### src/rtl/cplx_accumulator.sv
// Complex frame accumulator: sums LEN signed samples per frame, then scales, saturates and holds the result.
// Optional rounding before the output shift is enabled by defining CPLX_ACC_ROUND_EN.
module cplx_accumulator #(
  parameter int IN_W  = 10,
  parameter int OUT_W = 8,
  parameter int ACC_W = 16,
  parameter int LEN   = 8,
  parameter int SHIFT = 2
) (
  input  logic                    clk,
  input  logic                    rst,
  input  logic                    clr,
  input  logic                    in_valid,
  output logic                    in_ready,
  input  logic                    sub,
  input  logic signed [IN_W-1:0]  in_re,
  input  logic signed [IN_W-1:0]  in_im,
  output logic                    out_valid,
  input  logic                    out_ready,
  output logic signed [OUT_W-1:0] out_re,
  output logic signed [OUT_W-1:0] out_im,
  output logic                    sat
);

  localparam int CNT_W = $clog2(LEN);
  localparam logic [CNT_W-1:0] CNT_LAST = CNT_W'(LEN - 1);

  // Saturation bounds expressed in the ACC_W+1-bit scaling domain.
  localparam logic signed [ACC_W:0] SAT_MAX =
    {{(ACC_W + 2 - OUT_W){1'b0}}, {(OUT_W - 1){1'b1}}};
  localparam logic signed [ACC_W:0] SAT_MIN =
    {{(ACC_W + 2 - OUT_W){1'b1}}, {(OUT_W - 1){1'b0}}};

`ifdef CPLX_ACC_ROUND_EN
  localparam int unsigned RND_POS = (SHIFT > 0) ? SHIFT - 1 : 0;
  localparam logic signed [ACC_W:0] RND =
    (SHIFT > 0) ? ((ACC_W + 1)'(1) << RND_POS) : '0;
`endif

  typedef enum logic {
    ACC,
    HOLD
  } state_t;

  state_t state, state_nxt;

  logic [CNT_W-1:0]         cnt;
  logic signed [ACC_W-1:0]  acc_re, acc_im;
  logic signed [ACC_W-1:0]  x_re, x_im;
  logic signed [ACC_W-1:0]  base_re, base_im;
  logic signed [ACC_W-1:0]  acc_re_nxt, acc_im_nxt;
  logic [OUT_W:0]           sc_re, sc_im;
  logic                     accept;
  logic                     last;

  // Returns {clamped, value}: widen by one bit so rounding cannot overflow, then shift and clamp.
  function automatic logic [OUT_W:0] scale_sat(input logic signed [ACC_W-1:0] a);
    logic signed [ACC_W:0] ext;
    logic signed [ACC_W:0] sh;
    ext = {a[ACC_W-1], a};
`ifdef CPLX_ACC_ROUND_EN
    ext = ext + RND;
`endif
    sh = ext >>> SHIFT;
    if (sh > SAT_MAX) begin
      return {1'b1, SAT_MAX[OUT_W-1:0]};
    end else if (sh < SAT_MIN) begin
      return {1'b1, SAT_MIN[OUT_W-1:0]};
    end else begin
      return {1'b0, sh[OUT_W-1:0]};
    end
  endfunction

  assign accept = in_ready && in_valid && !clr;
  assign last   = (cnt == CNT_LAST);

  always_comb begin
    x_re       = {{(ACC_W - IN_W){in_re[IN_W-1]}}, in_re};
    x_im       = {{(ACC_W - IN_W){in_im[IN_W-1]}}, in_im};
    // The first sample of a frame starts from zero rather than the stale sum.
    base_re    = (cnt == '0) ? '0 : acc_re;
    base_im    = (cnt == '0) ? '0 : acc_im;
    acc_re_nxt = sub ? (base_re - x_re) : (base_re + x_re);
    acc_im_nxt = sub ? (base_im - x_im) : (base_im + x_im);
    sc_re      = scale_sat(acc_re_nxt);
    sc_im      = scale_sat(acc_im_nxt);
  end

  always_ff @(posedge clk or negedge rst) begin
    if (!rst) begin
      state <= ACC;
    end else begin
      state <= state_nxt;
    end
  end

  always_comb begin
    state_nxt = state;
    if (clr) begin
      state_nxt = ACC;
    end else begin
      case (state)
        ACC:     if (accept && last) state_nxt = HOLD;
        HOLD:    if (out_ready) state_nxt = ACC;
        default: state_nxt = ACC;
      endcase
    end
  end

  always_comb begin
    in_ready  = 1'b0;
    out_valid = 1'b0;
    case (state)
      ACC:     in_ready  = 1'b1;
      HOLD:    out_valid = 1'b1;
      default: in_ready  = 1'b1;
    endcase
  end

  always_ff @(posedge clk or negedge rst) begin
    if (!rst) begin
      cnt    <= '0;
      acc_re <= '0;
      acc_im <= '0;
      out_re <= '0;
      out_im <= '0;
      sat    <= 1'b0;
    end else if (clr) begin
      cnt    <= '0;
      acc_re <= '0;
      acc_im <= '0;
      out_re <= '0;
      out_im <= '0;
      sat    <= 1'b0;
    end else if (accept) begin
      acc_re <= acc_re_nxt;
      acc_im <= acc_im_nxt;
      if (last) begin
        cnt    <= '0;
        out_re <= sc_re[OUT_W-1:0];
        out_im <= sc_im[OUT_W-1:0];
        sat    <= sc_re[OUT_W] | sc_im[OUT_W];
      end else begin
        cnt <= cnt + CNT_W'(1);
      end
    end
  end

endmodule

### config.mk
export PLATFORM = sky130hd
export DESIGN_NAME = cplx_accumulator
export DESIGN_NICKNAME = d
export VERILOG_FILES = /design/src/rtl/cplx_accumulator.sv
export SDC_FILE = /design/constraint.sdc
export NUM_CORES = 1
export LEC_CHECK = 0
export ABC_AREA = 1
export BUFFER_PORTS_ARGS = -buffer_cell sky130_fd_sc_hd__buf_2
export CAP_MARGIN = 20
export CORE_MARGIN = 1.5
export CORE_UTILIZATION = 50
export DETAILED_ROUTE_END_ITERATION = 8
export PLACE_DENSITY_LB_ADDON = 0.12
export SLEW_MARGIN = 10
export SYNTH_ARGS = -nofsm -noshare
export SYNTH_HDL_FRONTEND = slang
export SYNTH_SLANG_ARGS = --single-unit
### constraint.sdc
create_clock -name clk -period 5.8 [get_ports clk]
set_input_delay 0.29 -clock clk [delete_from_list [all_inputs] [get_ports clk]]
set_output_delay 0.29 -clock clk [all_outputs]
set_load 0.05 [all_outputs]
==> results.py <==
metrics = {
    "global_route": {
        "antenna_found_initial": 0,
        "use_met2": 0.389,
        "use_met1": 0.384,
        "grt_pass1_wl_mm": 22.1,
        "grt_pass1_vias": 4631,
        "busiest_layer": "met2",
        "grt_overflow": 0,
        "globalRouteTotalUtil": 0.252,
        "grt_use_met3": 0.0263,
        "grt_max_degree": 54,
    },
    "timing": {
        "slew_headroom": 0.420,
        "period_needed_ns": 3.45,
        "fin_ws_ns": 2.35,
        "skew_ns": 0.0216,
        "finalCritPeriodShare": 0.595,
        "drv_slew": 0,
        "hold_violations": 0,
        "rsz0062_at_grt": "false",
        "tightest_slew_ns": 0.867,
        "fin_setup_tns_ns": 0,
        "fin_hold_ws_ns": 0.0857,
        "fmax_mhz": 290,
        "setup-violations-final": 0,
    },
    "logic_synthesis": {
        "synth.most_common_cell": "nand2_1",
        "synth_fp_nets": 867,
        "synth_xor_area_frac": 0.0611,
        "synth_top_family_by_area": "simple AND/OR/NAND/NOR gates",
        "yosysTopAreaCell": "dfrtp_1",
        "synth_common_cells": "nand2_1 (288), inv_1 (139), nor2_1 (60), dfrtp_1 (53), nand3_1 (43)",
        "synth_seq_cells": 53,
        "synth_compound_area_frac": 0.0866,
        "ys_types": 35,
        "synth-main-ff-cell": "dfrtp_1",
        "synth_top_area_frac": 0.260,
        "synth_seq_area_share": 0.260,
        "async_flop_share": 1.00,
        "synth_cells": 804,
        "syn_area_mm2": 0.00510,
        "synth_mux_area_frac": 0,
        "yosys.area_share.adder": 0.0937,
        "synth-edff-count": 0,
        "yosysWarnings": 0,
        "synth_area_leaders": "dfrtp_1 (26%), nand2_1 (21%), inv_1 (10%), ha_1 (8.6%), nor2_1 (4.4%)",
        "syn_area_per_cell_um2": 6.34,
        "synth-simple-area-share": 0.380,
    },
    "placed_design": {
        "port_buffers": 44,
        "dp.cells": 971,
        "gp_congestion": 0.925,
        "pre_cts_slack_ns": 2.39,
        "hpwl_mm": 10.7,
    },
    "floorplan": {
        "io_pins": 45,
        "rows": 36,
        "die_w_um": 104,
        "die_h_um": 104,
        "die_area_mm2": 0.0108,
        "floorplan.initialDensity": 0.519,
        "core-area_mm2": 0.00982,
    },
    "worst_setup_path": {
        "crit_path_frequent_cell": "nand2_1",
        "cpPeakStageDelay_ns": 0.45,
        "cp_num_buf_inv": 4,
        "crit_path_max_fanout": 28,
        "reg2reg_depth": 21,
        "critPathKind": "reg -> reg",
        "required_ns": 6.00,
        "reg2reg_slack_ns": 2.35,
        "cpMaxStageDelayCell": "fa_1",
        "cpLargestDelayFamily": "simple AND/OR/NAND/NOR gates",
        "crit_end": "sat",
        "worst_setup_path_start_kind": "flop",
        "critical_path_depth": 21,
        "end_kind": "flop",
        "crit_path_start": "cnt[0]",
        "reg2reg_to": "sat",
        "worst_ep_arrival_time_ns": 3.65,
        "r2r-start": "cnt[0]",
        "crit_chain": "inv_1 -> ha_1 -> nand2_1 -> inv_2 -> nor2_1 -> inv_1 -> fa_1 -> inv_1 -> nand3_1 -> nand3_1 -> nand3_1 -> nand3_1 -> nand2_1 -> nand2_1 -> nand3_2 -> nor2_1 -> nor2_1 -> nor2_1 -> nand2_1 -> nand2_1 -> nand2_1",
    },
    "power": {
        "switching_power_mw": 0.499,
        "p_per_area_mw_per_mm2": 214,
        "p_leak_nw": 3.26,
        "clkPwrFrac": 0.213,
        "p_int_mw": 0.692,
        "seq_power_share": 0.340,
        "power_switching_share": 0.419,
        "vdd_drop_max_v": 0.0000893,
        "p_comb_frac": 0.447,
    },
    "routing": {
        "postRouteAntennaNets": 0,
        "initialDrtViolationCount": 340,
        "drcViolationCount": 0,
        "routed_wl_mm": 13.3,
        "first_pass_iters": 7,
        "routedWlPerCell_um": 13.6,
        "viasPerCell": 5.12,
        "num_vias": 5012,
    },
    "clock_tree": {
        "cts_setup_buffers": 0,
        "numCtsBuffers": 5,
        "cts-resized-gates": 0,
        "cts_buffer_depth": 2,
        "cts_hold_buf": 0,
        "cts_tree": "yes",
        "cts_htree_levels": 2,
        "cts-root-buf": "clkbuf_8",
        "clk_pin_slew_worst_paths_ns": 0.11,
        "clk_latency_ns": 0.32,
        "cts.sinks": 53,
    },
    "flow_run": {
        "cap_violations": 0,
    },
    "finish": {
        "drive_gt1_frac": 0.130,
        "fin_util": 0.568,
        "syn_to_final_growth_pct": 9.27,
        "antenna_cells": 0,
        "fin_nets": 909,
        "stdcell_count": 979,
    },
    "outcome": {
        "status": "completed",
    },
    "worst_hold_path": {
        "hp-class": "in -> async",
    },
}
[area by class of cell]
cell class	instances	area (µm²)
Clock buffer	5	68.8
Clock inverter	2	35.0
Fill cell	1024	4250
Inverter	148	556
Multi-Input combinational cell	591	3170
Sequential cell	53	1330
Tap cell	133	166
Timing Repair Buffer	47	250
[sequential cells by signal, indices dropped and copies added (netlist names)]
signal,flops
state,1
acc_im,16
out_im,8
acc_re,16
sat,1
out_re,8
cnt,3
[stage by stage]
step           total power, mW  area (µm²)
2_1_floorplan            0.800        5100
3_3_place_gp             0.928        5460
3_5_place_dp             0.934        5460
4_1_cts                   1.19        5560
5_1_grt                   1.28        5570
6_report                  1.19        5570
[worst min-delay path by stage]
stage / endpoint / slack (ns) / cells past startpoint
2_1_floorplan: acc_im[0] / -0.006 / 0
3_3_place_gp: acc_re[9] / 0.46 / 2
3_5_place_dp: acc_re[11] / 0.46 / 2
4_1_cts: acc_im[7] / 0.12 / 2
6_report: acc_re[11] / 0.09 / 2
5_1_grt: acc_im[14] / 0.15 / 2
[power by group through the flow]
stage | registers [mW] | clock network, mW | logic (mW)
final | 0.405 | 0.254 | 0.532
after global routing | 0.408 | 0.275 | 0.595
after CTS | 0.405 | 0.259 | 0.524
after detailed placement | 0.412 | 0 | 0.522
after global placement | 0.412 | 0 | 0.516
after floorplan | 0.410 | 0 | 0.389
[placed cells by master (no fill, tap or decap), drive strengths merged]
master	instances
o21ai	27
and2	3
inv	147
o22ai	17
o31ai	4
bufinv	1
nor3	8
buf	47
nor2	72
nand2	301
clkinv	2
o41ai	1
dfrtp	53
xor2	22
ha	35
xnor2	11
a31oi	1
nand3	54
a21oi	22
fa	2
nand4	11
clkbuf	5
[logic make-up after synthesis]
group	after synthesis
and+or+nand+nor	449
adders and majority gates	37
DFF	53
AOI/OAI and AO/OA	72
xor gates and xnor gates	33
buffers and inverters	160
[routing by layer]
metal | up-vias | wire [µm]
met4 | 0 | 73
li1 | 2580 | -
met3 | 6 | 645
met2 | 144 | 5630
met5 | - | 0
met1 | 2282 | 6950
[worst register-to-register path, delay by kind of cell (launching register included)]
| kind | cells | cell delay (ns) |
|---|---|---|
| buffers and inverters | 4 | 0.51 |
| DFF | 1 | 0.37 |
| and+or+nand+nor | 15 | 1.81 |
| adders and majority gates | 2 | 0.65 |
Power figures use the tool's default switching activity.
